<file path="src/rtl/stage_mem_pkg.sv">
// Shared pipeline definitions: instruction classes, load/store widths and
// the memory-stage FSM encoding.
package stage_mem_pkg;

   // Major opcodes handled by the memory stage
   localparam logic [6:0] OP_LOAD  = 7'b0000011;
   localparam logic [6:0] OP_STORE = 7'b0100011;

   // funct3 width codes shared by loads and stores (BU/HU are load-only)
   localparam logic [2:0] F3_B  = 3'b000;
   localparam logic [2:0] F3_H  = 3'b001;
   localparam logic [2:0] F3_W  = 3'b010;
   localparam logic [2:0] F3_BU = 3'b100;
   localparam logic [2:0] F3_HU = 3'b101;

   typedef enum logic [1:0] {
      ST_IDLE  = 2'd0,
      ST_LOAD  = 2'd1,
      ST_STORE = 2'd2,
      ST_DONE  = 2'd3
   } mem_state_e;

   // Byte address of byte 'off' of an access; wraps modulo 2^32
   function automatic logic [31:0] byte_addr(input logic [31:0] base,
                                             input logic [1:0]  off);
      return base + {30'd0, off};
   endfunction

endpackage

</file>
<file path="src/rtl/stage_mem_load_ext.sv">
// Width decode for load/store funct3 and sign/zero extension of the
// assembled load value. Purely combinational.
import stage_mem_pkg::*;

module load_ext (
   input  logic [2:0]  funct3_i,
   input  logic        is_store_i,
   input  logic [31:0] raw_i,
   output logic [2:0]  nbytes_o,
   output logic        width_ok_o,
   output logic [31:0] ext_o
);

   // Byte count, legality and extended value per funct3
   always_comb begin
      nbytes_o   = 3'd1;
      width_ok_o = 1'b0;
      ext_o      = raw_i;
      case (funct3_i)
         F3_B: begin
            nbytes_o   = 3'd1;
            width_ok_o = 1'b1;
            ext_o      = {{24{raw_i[7]}}, raw_i[7:0]};
         end
         F3_H: begin
            nbytes_o   = 3'd2;
            width_ok_o = 1'b1;
            ext_o      = {{16{raw_i[15]}}, raw_i[15:0]};
         end
         F3_W: begin
            nbytes_o   = 3'd4;
            width_ok_o = 1'b1;
            ext_o      = raw_i;
         end
         F3_BU: begin
            nbytes_o   = 3'd1;
            width_ok_o = ~is_store_i;
            ext_o      = {24'd0, raw_i[7:0]};
         end
         F3_HU: begin
            nbytes_o   = 3'd2;
            width_ok_o = ~is_store_i;
            ext_o      = {16'd0, raw_i[15:0]};
         end
         default: begin
            nbytes_o   = 3'd1;
            width_ok_o = 1'b0;
            ext_o      = raw_i;
         end
      endcase
   end

endmodule

</file>
<file path="src/rtl/stage_mem.sv">
// Memory stage: sequences multi-byte loads and stores over a byte-wide RAM,
// stalling the front of the pipeline until the access completes.
import stage_mem_pkg::*;

module stage_mem (
   input  logic        clk,
   input  logic        rst,
   input  logic        rdy,
   input  logic [6:0]  opcode_i,
   input  logic [2:0]  funct3_i,
   input  logic [31:0] mem_addr_i,
   input  logic [4:0]  wd_i,
   input  logic        wreg_i,
   input  logic [31:0] wdata_i,
   output logic [31:0] mem_a_o,
   output logic        mem_we_o,
   output logic [7:0]  mem_dout_o,
   input  logic [7:0]  mem_din_i,
   output logic [4:0]  wd_o,
   output logic        wreg_o,
   output logic [31:0] wdata_o,
   output logic        stall_req_o
);

   mem_state_e  state_q, state_d;
   logic [1:0]  cnt_q, cnt_d;
   logic [31:0] asm_q, asm_d;

   logic        is_load, is_store;
   logic [2:0]  nbytes;
   logic        width_ok;
   logic [31:0] ext_data;
   logic [1:0]  last_idx;
   logic        is_last;
   logic [1:0]  cnt_nx;

   assign is_load  = (opcode_i == OP_LOAD);
   assign is_store = (opcode_i == OP_STORE);

   load_ext u_load_ext (
      .funct3_i   (funct3_i),
      .is_store_i (is_store),
      .raw_i      (asm_q),
      .nbytes_o   (nbytes),
      .width_ok_o (width_ok),
      .ext_o      (ext_data)
   );

   // n is 1, 2 or 4, so the last byte index always fits the 2-bit counter
   assign last_idx = nbytes[1:0] - 2'd1;
   assign is_last  = (cnt_q == last_idx);
   assign cnt_nx   = cnt_q + 2'd1;

   // Next-state, byte sequencing and writeback muxing
   always_comb begin
      state_d     = state_q;
      cnt_d       = cnt_q;
      asm_d       = asm_q;
      mem_a_o     = 32'd0;
      mem_we_o    = 1'b0;
      mem_dout_o  = 8'd0;
      wd_o        = wd_i;
      wreg_o      = 1'b0;
      wdata_o     = 32'd0;
      stall_req_o = 1'b0;

      case (state_q)
         ST_IDLE: begin
            if (is_load && width_ok) begin
               stall_req_o = 1'b1;
               mem_a_o     = byte_addr(mem_addr_i, 2'd0);
               asm_d       = 32'd0;
               cnt_d       = 2'd0;
               state_d     = ST_LOAD;
            end else if (is_store && width_ok) begin
               stall_req_o = 1'b1;
               mem_a_o     = byte_addr(mem_addr_i, 2'd0);
               mem_dout_o  = wdata_i[7:0];
               mem_we_o    = 1'b1;
               cnt_d       = 2'd1;
               state_d     = (nbytes == 3'd1) ? ST_DONE : ST_STORE;
            end else if (!is_load && !is_store) begin
               wreg_o  = wreg_i;
               wdata_o = wdata_i;
            end
            // an illegal width under LOAD/STORE falls through as a no-op
         end
         ST_LOAD: begin
            stall_req_o = 1'b1;
            asm_d[{cnt_q, 3'b000} +: 8] = mem_din_i;
            // While frozen, re-present the byte still owed so the RAM's
            // one-cycle read latency lines up when capture resumes.
            mem_a_o = rdy ? byte_addr(mem_addr_i, cnt_nx)
                          : byte_addr(mem_addr_i, cnt_q);
            if (is_last) state_d = ST_DONE;
            else         cnt_d   = cnt_nx;
         end
         ST_STORE: begin
            stall_req_o = 1'b1;
            mem_a_o     = byte_addr(mem_addr_i, cnt_q);
            mem_dout_o  = wdata_i[{cnt_q, 3'b000} +: 8];
            mem_we_o    = 1'b1;
            if (is_last) state_d = ST_DONE;
            else         cnt_d   = cnt_nx;
         end
         ST_DONE: begin
            state_d = ST_IDLE;
            cnt_d   = 2'd0;
            if (is_load) begin
               wreg_o  = wreg_i;
               wdata_o = ext_data;
            end
         end
         default: state_d = ST_IDLE;
      endcase

      if (!rdy) begin
         state_d  = state_q;
         cnt_d    = cnt_q;
         asm_d    = asm_q;
         mem_we_o = 1'b0;
      end

      if (rst) begin
         mem_a_o     = 32'd0;
         mem_we_o    = 1'b0;
         mem_dout_o  = 8'd0;
         wd_o        = 5'd0;
         wreg_o      = 1'b0;
         wdata_o     = 32'd0;
         stall_req_o = 1'b0;
      end
   end

   // State, byte counter and assembly register
   always_ff @(posedge clk) begin
      if (rst) begin
         state_q <= ST_IDLE;
         cnt_q   <= 2'd0;
         asm_q   <= 32'd0;
      end else begin
         state_q <= state_d;
         cnt_q   <= cnt_d;
         asm_q   <= asm_d;
      end
   end

endmodule

</file>
<file path="config.mk">
export PLATFORM = sky130hd
export DESIGN_NAME = stage_mem
export DESIGN_NICKNAME = d
export VERILOG_FILES = /design/src/rtl/stage_mem_pkg.sv /design/src/rtl/stage_mem_load_ext.sv /design/src/rtl/stage_mem.sv
export SDC_FILE = /design/constraint.sdc
export NUM_CORES = 1
export LEC_CHECK = 0
export ABC_AREA = 0
export BUFFER_PORTS_ARGS = -buffer_cell sky130_fd_sc_hd__buf_2
export CAP_MARGIN = 20
export CORE_MARGIN = 2
export CORE_UTILIZATION = 40
export CTS_CLUSTER_SIZE = 28
export DETAILED_ROUTE_END_ITERATION = 7
export PLACE_DENSITY_LB_ADDON = 0.2
export SYNTH_ARGS = -nofsm -noshare
export SYNTH_HDL_FRONTEND = slang
export SYNTH_SLANG_ARGS = --single-unit
export TNS_END_PERCENT = 100
</file>
<file path="constraint.sdc">
create_clock -name clk -period 3.68 [get_ports clk]
set_input_delay 0 -clock clk [delete_from_list [all_inputs] [get_ports clk]]
set_output_delay 0 -clock clk [all_outputs]
set_load 0.02 [all_outputs]
</file>
==> summary.txt <==
Yosys
  • Synth Area in Simple Gates: 30.0%
  • Synth warnings: 0
  • #FFs+latches synth: 36
  • Mux cell area share after synthesis: 4.30%
  • EDFF count, synth: 0
  • Largest family of logic cells by synthesized area: simple AND/OR/NAND/NOR gates
  • Synth Area in Adders: 4.30%
  • Most area-hungry cell type in the Yosys netlist: dfxtp_1
  • Area of the mapped netlist: 0.00443 mm2
  • Top_reg_cell synth: dfxtp_1
  • Most common cell in the netlist: nand2_1
  • Avg Cell Area, Syn: between 6 and 7 um2
  • Post-synthesis sequential area ratio: between 10% and 20%
  • Most frequent cells after synthesis: nand2_1 (87), a21oi_1 (69), nor2_1 (68)
  • Compound-Gate Fraction of Synth Area: roughly 28%
  • Synth Net Count: about 750
  • Synth top area share: between 15 and 20%
  • Ys async rst share: 0%
  • Synth top area cells: dfxtp_1 (16%), a21oi_1 (7.8%), xnor2_1 (7.5%)
  • Mapped Cells: ~640
  • Post-Synth XOR/XNOR Area: between 10% and 20%
  • Post-synth cell types: 63

Cells and area
  • N_diodes: 0
  • Post-layout nets: about 880
  • Filler Cells Inserted: between 1000 and 1500
  • Syn-to-layout area delta: 22.1%
  • Fraction of layout cells with a size suffix above 1: a little over a quarter

Die
  • Die area: approximately 0.012 mm2
  • I/O pin cnt: between 150 and 200
  • CORE AREA: 0.0108 mm2
  • Die extent in y: between 100 and 150 um
  • Site Rows: 38
  • Initial Util: 40.8%
  • Die width: 109 um

Power and ir drop
  • Leakage: approximately 2.2 nW
  • Logic pwr share: roughly 34%
  • Switching Fraction: about a third
  • Power Density: 206 mW/mm2
  • Psw: around 0.00039 W
  • Sequential Power Share: around a third
  • Final Power: between 0.001 and 0.0015 W
  • Int Pwr: 0.000723 W
  • Worst VDD drop: approximately 0.00024 V
  • Clk pwr share: a little under a third

Clock network
  • Post-CTS sizing: 0
  • Clock root cell: clkbuf_8
  • CTS buffer count: 5
  • Worst-skew pair later-pin latency: a little under 300 ps
  • Htree depth: 2
  • Longest Clk Path Bufs: 2
  • Clock sink count: 36
  • CTS tree: built
  • Register clock-pin slew on the reported worst setup and hold paths: approximately 80 ps

Routing
  • Vias per cell: 6.05
  • Routed wire per std cell: around 18 um
  • Initial DRC count: 764
  • Routed WL: ~17000 um
  • Post-DRT Antenna Nets: 0
  • Vias: approximately 5500
  • # DRC: 0
  • DR pass1 iterations: 8

Worst hold path
  • Hold crit path type: input pin to flip-flop
  • Cell depth of the worst hold path: 3

Worst setup path
  • WP data required: between 3000 and 4000 ps
  • Worst Path Arrival: 3520 ps
  • R2R depth: 7
  • Crit Path Max Fanout: 18
  • Crit Path Category: flip-flop to primary output
  • Crit start category: flip-flop
  • Crit. End Element: primary output

GRT
  • Layer with the highest usage: met2
  • Largest net degree at the start of global routing: between 40 and 50
  • Met3 Usage GRT: under 10%
  • First-pass GRT wire length: roughly 26000 um
  • Met1 Use GR: 35.9%
  • Overall Global Routing Usage: a little over a quarter
  • Antenna violations before repair: 0
  • Grt ovf: 0
  • M2 GR Usage: a little over two fifths
  • Vias in the first global route: just over 5000

STA
  • Fin crit period: roughly 3500 ps
  • WHS: ~15 ps
  • Fmax: roughly 280 MHz
  • Count of pins over their slew limit: 0
  • Worst Clk Skew: 8.02 ps
  • Worst Max-Slew Pin Slew: ~1000 ps
  • Tcrit/Tclk final: 95.5%
  • RSZ-0062 raised after global routing: false
  • Worst Setup Slack, final: between 150 and 200 ps
  • Setup TNS: 0 ps
  • Endpoints failing hold: 0
  • Final setup viols: 0
  • Slew margin rel.: a little under a third

Status
  • Outcome: complete, no violations

Place
  • Port Buffers: 170
  • Final HPWL from detailed placement: between 10000 and 15000 um
  • Setup slack at placement: ~620 ps
  • GPL Wtd Cong: 0.967

Job
  • Max_cap viols: 0
-- sequential cells by signal, summed over array words and instances, names as in the netlist --
name / cells
asm_q: 32
cnt_q: 2
state_q: 2
-- power groups by stage --
stage	clock, W	combinational (W)	sequential [W]
after global placement	0	0.000360	0.000400
after floorplan	0	0.000222	0.000400
after CTS	0.000353	0.000367	0.000391
after detailed placement	0	0.000365	0.000400
after global routing	0.000371	0.000402	0.000391
final	0.000349	0.000373	0.000391
-- logic make-up (layout without fill, tap and decap cells) --
family                   after synthesis  count (layout)
adder cells (fa/ha/maj)               14              14
XOR/XNOR                              55              55
AO/OA/AOI/OAI                        185             185
AND/OR/NAND/NOR                      272             272
flip-flops                            36              36
multiplexers                           9               9
buffers and inverters                 71             202
-- routing by layer --
layer	up-vias	wire, um
li1	2603	-
met1	2548	6670
met2	329	7850
met3	40	1820
met4	0	425
met5	-	0
-- what timing repair did --
item,4_1_cts,5_1_grt
setup buffers,0,0
hold endpoints to repair,2,0
hold buffers,2,0
-- path summary, 6_finish.rpt --
check	start	endpoint	slack [ps]
hold / removal	mem_din_i[0]	asm_q[8]	10
setup / recovery	cnt_q[0]	mem_a_o[22]	160
hold reg to reg	asm_q[30]	asm_q[30]	450
setup reg to reg	state_q[1]	asm_q[1]	1120
-- stage by stage --
stage	utilization, %	cells	cell area (um2)
2_1_floorplan	-	642	4430
3_3_place_gp	48.6	903	5270
3_5_place_dp	48.6	903	5270
6_report	49.9	913	5400
4_1_cts	49.9	913	5400
5_1_grt	49.9	913	5400
-- critical path: stages, from the launching register on --
cell and delay [ps]:
dfxtp_1 330, buf_4 280, ha_1 290, fa_1 360
nand2_1 150, nor4_2 780, nand3_1 190, xnor2_1 170
a222oi_1 410, nor2_1 70, buf_2 180
-- cell usage in the layout (no fill, tap or decap), types with 3 or more instances in the layout --
cell type,Yosys,layout
a21o_1,5,5
or2_2,4,4
and2_1,5,5
a32oi_1,8,8
xor2_1,17,17
a22o_1,8,8
nor3_1,8,8
inv_1,14,14
a21oi_2,3,3
and3_1,3,3
nor4_2,3,3
buf_4,1,8
nor4_1,3,3
nand2b_1,5,5
a222oi_1,19,19
nand4_1,18,18
and4_1,4,4
dfxtp_1,36,36
buf_2,12,170
nor2b_1,6,6
ha_1,12,12
a211oi_1,3,3
o22ai_1,4,4
clkbuf_8,0,5
mux4_2,8,8
nor2_1,68,67
o21ai_0,30,30
a21oi_1,69,69
xnor2_1,38,38
o31ai_1,3,3
nand3_1,43,43
nor3b_1,3,3
nand2_1,87,87
a22oi_1,17,17
-- final cells by class --
cell class	count	area (um2)	share of cell area, %
clock buffer	5	68.8	1.27
timing repair buffer	180	931	17.2
clock inverter	3	42.5	0.787
multi-input combinational	535	3410	63.2
sequential	36	721	13.3
inverter	14	52.6	0.972
tap	140	175	3.24
Power figures use the tool's default switching activity.
